### config.mk
export PLATFORM = sky130hd
export DESIGN_NAME = writeback_arbiter
export DESIGN_NICKNAME = d
export VERILOG_FILES = /design/src/rtl/writeback_arbiter.sv
export SDC_FILE = /design/constraint.sdc
export NUM_CORES = 1
export LEC_CHECK = 0
export ABC_AREA = 1
export CAP_MARGIN = 20
export CORE_UTILIZATION = 35
export CTS_CLUSTER_SIZE = 12
export DETAILED_ROUTE_END_ITERATION = 7
export GPL_ROUTABILITY_DRIVEN = 0
export PLACE_DENSITY = 0.62
export SLEW_MARGIN = 0
export SYNTH_ARGS = -nofsm -noshare
export SYNTH_HDL_FRONTEND = slang
export SYNTH_SLANG_ARGS = --single-unit
### constraint.sdc
create_clock -name i_clk -period 2.6 [get_ports i_clk]
set_input_delay 0.52 -clock i_clk [delete_from_list [all_inputs] [get_ports i_clk]]
set_output_delay 0.52 -clock i_clk [all_outputs]
set_load 0.01 [all_outputs]
### src/rtl/writeback_arbiter.sv
// Writeback arbiter: merges a single-cycle result stream (A) and a long-latency
// result stream (B) into one registered register-file write port, with a busy scoreboard.
module writeback_arbiter #(
  parameter int XLEN       = 32,
  parameter int N_REG      = 32,
  parameter int STARVE_MAX = 4
) (
  input  logic             i_clk,
  input  logic             i_rstn,
  input  logic             i_iss_valid,
  input  logic [4:0]       i_iss_rd,
  output logic             o_iss_ready,
  input  logic             i_a_valid,
  input  logic [4:0]       i_a_rd,
  input  logic [XLEN-1:0]  i_a_data,
  output logic             o_a_ready,
  input  logic             i_b_valid,
  input  logic [4:0]       i_b_rd,
  input  logic [XLEN-1:0]  i_b_data,
  output logic             o_b_ready,
  input  logic [4:0]       i_Rnum1,
  input  logic [4:0]       i_Rnum2,
  output logic             o_hazard,
  output logic             o_Wen,
  output logic [4:0]       o_Wnum,
  output logic [XLEN-1:0]  o_Wd,
  output logic [N_REG-1:0] o_busy
);

  localparam int CW = $clog2(STARVE_MAX + 1);

  // Handshakes: a transfer happens on a source in any cycle where valid && ready.
  // Ready outputs are combinational from inputs and state and never look at
  // their own valid, so a producer may hold valid while waiting.

  logic [N_REG-1:0] busy;
  logic [N_REG-1:0] busy_next;
  logic [CW-1:0]    starve_cnt;
  logic             starved;
  logic             a_force;
  logic             a_fire;
  logic             b_fire;
  logic             iss_fire;
  logic             w_fire;
  logic [4:0]       w_rd;
  logic [XLEN-1:0]  w_data;

  // A is eligible for a forced win only once it has waited the full budget
  // and is not blocked behind a pending long-latency write to its register.
  assign starved     = (starve_cnt == CW'(STARVE_MAX)) && !busy[i_a_rd];
  assign a_force     = i_a_valid && starved;
  assign o_b_ready   = !a_force;
  assign o_a_ready   = !busy[i_a_rd] && (!i_b_valid || starved);
  assign o_iss_ready = !busy[i_iss_rd];

  assign a_fire   = i_a_valid && o_a_ready;
  assign b_fire   = i_b_valid && o_b_ready;
  assign iss_fire = i_iss_valid && o_iss_ready;
  assign w_fire   = a_fire || b_fire;
  assign w_rd     = a_fire ? i_a_rd : i_b_rd;
  assign w_data   = a_fire ? i_a_data : i_b_data;

  assign o_hazard = ((i_Rnum1 != 5'd0) && busy[i_Rnum1]) ||
                    ((i_Rnum2 != 5'd0) && busy[i_Rnum2]);
  assign o_busy   = busy;

  // Clear first, then set, so an issue to the same register wins.
  always_comb begin
    busy_next = busy;
    if (b_fire) busy_next[i_b_rd] = 1'b0;
    if (iss_fire) busy_next[i_iss_rd] = 1'b1;
    busy_next[0] = 1'b0;
  end

  always_ff @(posedge i_clk or negedge i_rstn) begin
    if (!i_rstn) begin
      busy       <= '0;
      starve_cnt <= '0;
    end else begin
      busy <= busy_next;
      if (!i_a_valid || a_fire) starve_cnt <= '0;
      else if (starve_cnt != CW'(STARVE_MAX)) starve_cnt <= starve_cnt + CW'(1);
    end
  end

  // Writes to x0 complete the handshake but never reach the register file.
  always_ff @(posedge i_clk or negedge i_rstn) begin
    if (!i_rstn) begin
      o_Wen  <= 1'b0;
      o_Wnum <= '0;
      o_Wd   <= '0;
    end else begin
      o_Wen <= w_fire && (w_rd != 5'd0);
      if (w_fire && (w_rd != 5'd0)) begin
        o_Wnum <= w_rd;
        o_Wd   <= w_data;
      end
    end
  end

endmodule

After elaboration in Yosys (flattened, before gate mapping)
Index checks and enable logic that the tools add are counted.
- mux-type cells: 18
- add/subtract/negate cells: 1
- order comparisons: 7
- reductions and logical operators: 24
- bitwise gates (word level): 3
- equality and inequality tests: 2
- shifts and indexed selects: 0
- divide/modulo/power cells: 0
- multipliers: 0
- operators with widths (kind ; count):
    $mux 32 ; 3
    $and 32x32->32 ; 1
    $not 32->32 ; 1
    $or 32x32->32 ; 1
    $lt 5x6->1 const B ; 5
    $bmux 1 s5 ; 4
    $reduce_bool 5->1 ; 3
    $logic_and 1x1->1 ; 11
    $demux 1 s5 ; 2
    $ge 5x1->1 const B ; 2
    $mux 1 ; 6
    $mux 3 ; 2
    $logic_not 1->1 ; 5
    $mux 5 ; 1
    $logic_or 1x1->1 ; 4
    $add 3x1->3 const B ; 1
    $eq 3x3->1 const B ; 1
    $ne 3x3->1 const B ; 1
    $reduce_bool 2->1 ; 1
- flip-flop bits (word level): 72
- ROM bits: 0
- logic and storage cells: 60
- memory bits (writable): 0
- memories kept: 0
- bits in latches: 0
- output and inout port bits: 74

Logic depth before layout (Yosys ltp)
Gate-level depths: netlist of run 1.
- word-level depth: 10
- gate-level depth with buffers: 20

Worst setup path after synthesis of run 1
No wires, ideal clock.
- path type: input port to flip-flop
- start point: input port i_a_rd[0]
- end point: register o_Wd[10]
- path buffers: 5
- slack: 319 ps
- required time: 2534 ps
- setup time: 66 ps
- arrival time: 2215 ps
- cell stages on the path: 18
- cells stage by stage: buf_6 > inv_4 > buf_6 > nand2_1 > nand3_1 > nand3_1 > nand3_1 > nand3_2 > nand2_4 > nand3_2 > and2_1 > buf_2 > nor2_2 > o21bai_2 > buf_6 > buf_6 > nand2_1 > nand2_1
- RTL lines (element ; RTL line ; RTL):
    from (decl) ; 14 ; input logic [4:0] i_a_rd,
    $bmux 1 s5 ; 50 ; assign starved = (starve_cnt == CW'(STARVE_MAX)) && !busy[i_a_rd];
    $mux 1 (not written as such) ; 50 ;
    $logic_not 1->1 ; 50 ;
    $logic_and 1x1->1 ; 50 ;
    $logic_and 1x1->1 ; 51 ; assign a_force = i_a_valid && starved;
    $logic_not 1->1 ; 52 ; assign o_b_ready = !a_force;
    net o_b_ready ; 20 ; output logic o_b_ready,
    $logic_and 1x1->1 ; 57 ; assign b_fire = i_b_valid && o_b_ready;
    $logic_or 1x1->1 ; 59 ; assign w_fire = a_fire || b_fire;
    $logic_and 1x1->1 ; 94 ; if (w_fire && (w_rd != 5'd0)) begin
    to (signal assigned) ; 96 ; o_Wd <= w_data;
    to (decl) ; 26 ; output logic [XLEN-1:0] o_Wd,
The timed path passes the listed nets, and every way through them passes these cells. The select of a mux whose other input is x is not followed.
A chain may end at the register's enable or synchronous reset.

Worst setup path in the final report of run 1
- start point: register busy[10] (netlist: o_busy[10])
- end point: output port o_hazard
- word-level cells in the longest chain between the ends: 4
- RTL lines (element ; RTL line ; RTL):
    from (decl) ; 36 ; logic [N_REG-1:0] busy;
    from (signal assigned) ; 80 ; busy <= busy_next;
    $bmux 1 s5, on equally long branches ; 63, 64 ;
    $mux 1, on equally long branches ; 63, 64 ;
    $logic_and 1x1->1, on equally long branches ; 63, 64 ;
    $logic_or 1x1->1 * ; 63 ; assign o_hazard = ((i_Rnum1 != 5'd0) && busy[i_Rnum1]) ||
    to (decl) ; 23 ; output logic o_hazard,
Mark *: on every way between the ends. The rest lies on a longest branch, timed or not. The select of a mux whose other input is x is not followed.

==> results of run 1 <==
layer usage:
| metal | vias to the layer above | track usage |
|---|---|---|
| met1 | 2664 | 0.329 |
| met3 | 59 | 0.0757 |
| met2 | 323 | 0.412 |
| li1 | 2788 | - |
| met4 | 0 | 0.0981 |
| met5 | - | 0 |
registers in the layout (all words and copies together) (netlist names):
signal,flops
o_Wd,32
o_Wnum,5
o_busy,31
o_Wen,1
starve_cnt,3
area by class of cell:
| class | count | area share |
|---|---|---|
| inverters | 67 | 0.0347 |
| clock inverters | 5 | 0.0172 |
| multi-input cells | 534 | 0.349 |
| clock buffers | 10 | 0.0305 |
| flip-flops and latches | 72 | 0.240 |
| well taps | 176 | 0.0293 |
| repair buffers | 235 | 0.299 |
metrics by stage:
step                utilization  worst slack (ps)  std cells  cell area (µm²)  setup TNS (ps)
floorplan                     -               319        705             4780               0
global placement          0.527              -487       1079             7000          -26710
detailed placement        0.527              -551       1079             7000          -30620
CTS                       0.559              -138       1099             7430            -138
global route              0.565              40.7       1099             7510               0
finish                    0.565               140       1099             7510               0
cells in the final DEF (no fill, tap or decap), drive strengths merged, types with 7 or more instances in the layout:
| cell | count |
|---|---|
| nand2 | 251 |
| clkdlybuf4s50 | 148 |
| nand3 | 79 |
| dfrtp | 72 |
| buf | 70 |
| inv | 67 |
| o21ai | 47 |
| a31oi | 30 |
| a21o | 30 |
| a21oi | 27 |
| nor2 | 22 |
| nor3 | 17 |
| o22ai | 15 |
| clkbuf | 11 |
| dlymetal6s2s | 7 |
cell families after synthesis:
logic type / synth area share
and+or+nand+nor: 0.332
AOI/OAI and AO/OA: 0.192
buffers and inverters: 0.0909
DFF: 0.377
adders and majority gates: 0.00524
xor gates and xnor gates: 0.00183
other: 0.000785
final timing paths:
check                            from    endpoint  slack, ps  cells after the start
max reg2reg                 o_busy[2]    o_Wd[21]        290                     14
max                        o_busy[10]    o_hazard        140                      9
min in group i_clk            o_Wd[8]     o_Wd[8]        470                      2
min                            i_rstn    o_Wd[28]        160                      1
max in group asynchronous      i_rstn  o_busy[11]       1620                      2
min reg2reg                   o_Wd[8]     o_Wd[8]        470                      2
worst reg2reg max path, stage by stage, from the launching register on:
cell and delay (ps):
dfrtp_1 410, inv_1 210, nand2_1 90, nand3_1 70
nand3_1 70, nand3_1 110, nand3_2 100, nand2_4 120
nand3_2 230, o21ai_1 220, nand2_1 80, o21bai_2 180
buf_12 220, nand2_1 90, nand2_1 60
power breakdown:
part	switching, mW	internal [mW]
logic	0.932	0.915
clock network	0.479	1.03
registers	0.229	1.34
repair_timing:
action,4_1_cts,5_1_grt
gates resized for setup,39,32
buffers inserted,4,0
cloned,1,0
setup endpoints to repair,66,72
pin swaps,2,0
==> reports/summary.txt, run 1 <==
CP peak stage delay - 380 ps
vias in the first global route - 5540
fill count - 1278
hold buffers post-CTS - 0
placeable core area - 13300 µm²
Post-synth top cells - nand2_1, nand3_1, dfrtp_1, inv_1, o21ai_0
P_leak - 3.83 nW
RSZ-0062 raised after global routing - false
Sinks on Clock Net - 72
Synth Net Count - 801
Routed WL - 18200 µm
Critical Path End Type - output pin
Antenna Violating Nets Remaining - 0
crit-path cells - inv_1 -> a21oi_1 -> o21ai_1 -> nand2_1 -> a2111oi_2 -> a21oi_1 -> o21ai_1 -> nand2_1 -> clkdlybuf4s15_1
via count - 5834
WS Path Type - register to output pin
clock skew - 7.58 ps
total track usage - 0.258
status - finished, final reports clean
CP Max Fanout - 4
post-synthesis cell area - 4780 µm²
Worst slew margin - 0.540
First-pass DRT Iterations - 8
WP buf/inv - 2
Die H - 119 µm
Post-synth EDFFs - 0
ratio of cells with drive above 1 in the final layout - 0.134
# H-tree levels - 3
asr flop ratio synth - 1.00
Inserted Clock Buffers - 9
cell with the most instances after synthesis - nand2_1
n_diodes - 0
CTS tree - done
DR top layer - met4
DR DRC count - 0
leading register cell type out of synthesis - dfrtp_1
Initial DRC Count - 468
Clk Latency, worst-skew pair - 340 ps
die width - 119 µm
hpwl dp - 13900 µm
FP Rows - 42
fin crit period - 2460 ps
max-slew violations - 0
Final period util - 0.946
mean post-synth cell area - 6.78 µm²
Cell variety after synth - 34
Synth top area share - 0.377
Area contributors post-synth - dfrtp_1, nand2_1, nand3_1
Hold Crit Class - primary input to asynchronous set/reset pin
required time worst endpoint - 2080 ps
Initial Util - 0.359
GRT overflow - 0
Multi-input gate area - 2620 µm²
root buf cell - clkbuf_16
post-synth top area cell - dfrtp_1
Port Buffers - 166
first-pass GRT wire length - 28600 µm
post-DR vias/cell - 5.31
Mapped Cells - 705
met2 routed WL - 8180 µm
Worst path top cell family by delay - compound AO/OA/AOI/OAI gates
max cap viols - 0
post-route met1 wirelength - 7400 µm
Die Area - 14100 µm²
warning count from the yosys run - 0
I/O pin count - 168
initial antenna violation count - 0
largest net degree at the start of global routing - 39
slowest stage cell, crit path - dfrtp_1
sequential-to-total area share from yosys stat - 0.377
worst-margin pin slew - 685 ps
FMAX - 406 MHz
Final Hold Vio Count - 0
Worst-path clk slew - 60 ps
CP arrival - 1940 ps
FF+latch area - 1800 µm²
WL/cell - 16.5 µm
PD cells - 657 nW/µm²
Yosys reg bits - 72
Worst VDD drop - 0.000254 V
Bufs on Longest Clock Path - 2
Worst setup SP type - register
Area growth syn-to-layout - 57.2%
met3 WL post-DR - 2010 µm
Hold WS - 161 ps
nets - 1015
Setup Viol. Count Final - 0
Pwr Total - 4.93 mW
Power figures use the tool's default switching activity.
==> run 2, diff against run 1 <==
--- a/config.mk
+++ b/config.mk
@@ -6,7 +6,7 @@
 export NUM_CORES = 1
 export LEC_CHECK = 0
 export ABC_AREA = 1
-export CAP_MARGIN = 20
+export CORE_MARGIN = 2
 export CORE_UTILIZATION = 35
 export CTS_CLUSTER_SIZE = 12
 export DETAILED_ROUTE_END_ITERATION = 7
==> reports/summary.txt, run 2 (synthesis gave the netlist of run 1 again) <==
status - finished, final reports clean
placeable core area - 13300 µm² (unchanged)
FP Rows - 42 (unchanged)
ratio of cells with drive above 1 in the final layout - 0.140 (+0.00608)
WL/cell - 17.1 µm (+3.6%)
Bufs on Longest Clock Path - 2 (unchanged)
crit-path cells - clkdlybuf4s50_1 -> inv_1 -> nor3_1 -> o21ai_0 -> nand2_1 -> nor4_2 -> buf_2
slowest stage cell, crit path - clkdlybuf4s50_1
Worst path top cell family by delay - buffers and inverters
clock skew - 9.76 ps (+2.18 ps)
First-pass DRT Iterations - 5 (-3)
Die H - 121 µm (+1.7%)
Worst VDD drop - 0.000290 V (+14%)
RSZ-0062 raised after global routing - true
Worst setup SP type - primary input
Port Buffers - 166 (unchanged)
initial antenna violation count - 0 (unchanged)
Clk Latency, worst-skew pair - 340 ps (about the same)
Final period util - 0.987 (+0.0405)
max cap viols - 0 (unchanged)
max reg flops - 32 (unchanged)
Hold Crit Class - primary input to asynchronous set/reset pin
PD cells - 622 nW/µm² (-5.3%)
CP Max Fanout - 5 (+1)
Worst slew margin - 0.376 (-0.164)
Sinks on Clock Net - 72 (unchanged)
Setup Viol. Count Final - 0 (unchanged)
Inserted Clock Buffers - 9 (unchanged)
FF+latch area - 1800 µm² (unchanged)
CP arrival - 2050 ps (+110 ps)
required time worst endpoint - 2080 ps (about the same)
total track usage - 0.263 (+0.00453)
Critical Path End Type - output pin
largest net degree at the start of global routing - 40 (+2.6%)
WS Path Type - primary input to output pin
most common cell after layout, fill and taps aside - nand2_1
worst-margin pin slew - 936 ps (+251 ps)
Routed WL - 19100 µm (+5.2%)
Initial DRC Count - 423 (-9.6%)
n_diodes - 0 (unchanged)
Area growth syn-to-layout - 59.2%
nets - 1031 (+1.6%)
DR DRC count - 0 (unchanged)
via count - 5963 (+2.2%)
fill count - 1267 (-0.86%)
first-pass GRT wire length - 30200 µm (+5.5%)
fin crit period - 2570 ps (+105 ps)
post-DR vias/cell - 5.34 (+0.65%)
Die Area - 14600 µm² (+3.4%)
dpl ws - -577 ps (-26.1 ps)
CTS tree - done
worst setup margin - 34.5 ps (-105 ps)
# H-tree levels - 3 (unchanged)
root buf cell - clkbuf_16
CP peak stage delay - 560 ps (+180 ps)
max-slew violations - 0 (unchanged)
fin util - 0.572 (+0.00734)
Pwr Total - 4.73 mW (-4.1%)
Multi-input gate area - 2600 µm² (-0.91%)
Worst-path clk slew - 60 ps (about the same)
I/O pin count - 168 (unchanged)
die width - 121 µm (+1.7%)
Initial Util - 0.359 (unchanged)
hpwl dp - 14800 µm (+6.3%)
FMAX - 390 MHz (-4.1%)
P_leak - 3.88 nW (+1.2%)
most frequent cells in the layout - nand2_1, clkdlybuf4s50_1, nand3_1, dfrtp_1, buf_4
Biggest register - o_Wd
Final Hold Vio Count - 0 (unchanged)
Antenna Violating Nets Remaining - 0 (unchanged)
vias in the first global route - 5816 (+5.0%)
WP buf/inv - 3 (+1)
GRT overflow - 0 (unchanged)
==> run 2: path summary, 6_finish.rpt <==
path                              from           to  depth (start not counted)  slack, ps
max reg2reg                  o_busy[2]   o_busy[11]                         11        230
min                             i_rstn     o_Wd[31]                          1        320
max in group asynchronous       i_rstn   o_busy[23]                          2       1560
max                        i_iss_rd[3]  o_iss_ready                          7         30
min reg2reg                   o_Wd[27]     o_Wd[27]                          2        470
min in group i_clk            o_Wd[27]     o_Wd[27]                          2        470
==> run 2: per-stage QoR <==
step                      setup TNS (ps)  hold WS (ps)  cells  instance area [µm²]
after floorplan                        0           224    705                 4780
after global placement            -23510           455   1097                 7210
final                                  0           320   1116                 7600
after CTS                           -167           356   1115                 7550
after detailed placement          -28480           461   1097                 7210
after global routing                -145           403   1116                 7600
==> run 2: timing repair <==
| action | in CTS | in global routing |
|---|---|---|
| buffers inserted | 1 | 0 |
| cloned | 1 | 1 |
| pin swaps | 1 | 2 |
| hold buffers | 0 | 0 |
| setup endpoints to repair | 50 | 72 |
| gates resized for setup | 29 | 29 |
==> run 2: area by class of cell <==
type / count / share of cell area
multi-input combinational: 534 / 0.342
inverter: 67 / 0.0346
timing repair buffer: 250 / 0.319
clock buffer: 11 / 0.0306
timing repair inverter: 1 / 0.000658
sequential: 72 / 0.237
clock inverter: 5 / 0.00740
tap: 176 / 0.0290
==> run 2: routing by layer <==
| layer | vias to the layer above | share of wire | GRT usage |
|---|---|---|---|
| met3 | 56 | 0.10 | 0.0642 |
| met5 | - | 0 | 0 |
| li1 | 2809 | - | - |
| met4 | 0 | 0.035 | 0.102 |
| met2 | 357 | 0.46 | 0.415 |
| met1 | 2741 | 0.41 | 0.345 |
==> run 2: report_power, final <==
part,internal (mW),switching (mW)
Sequential,1.34,0.218
Combinational,0.966,0.978
Clock,0.744,0.482
Total,3.05,1.68
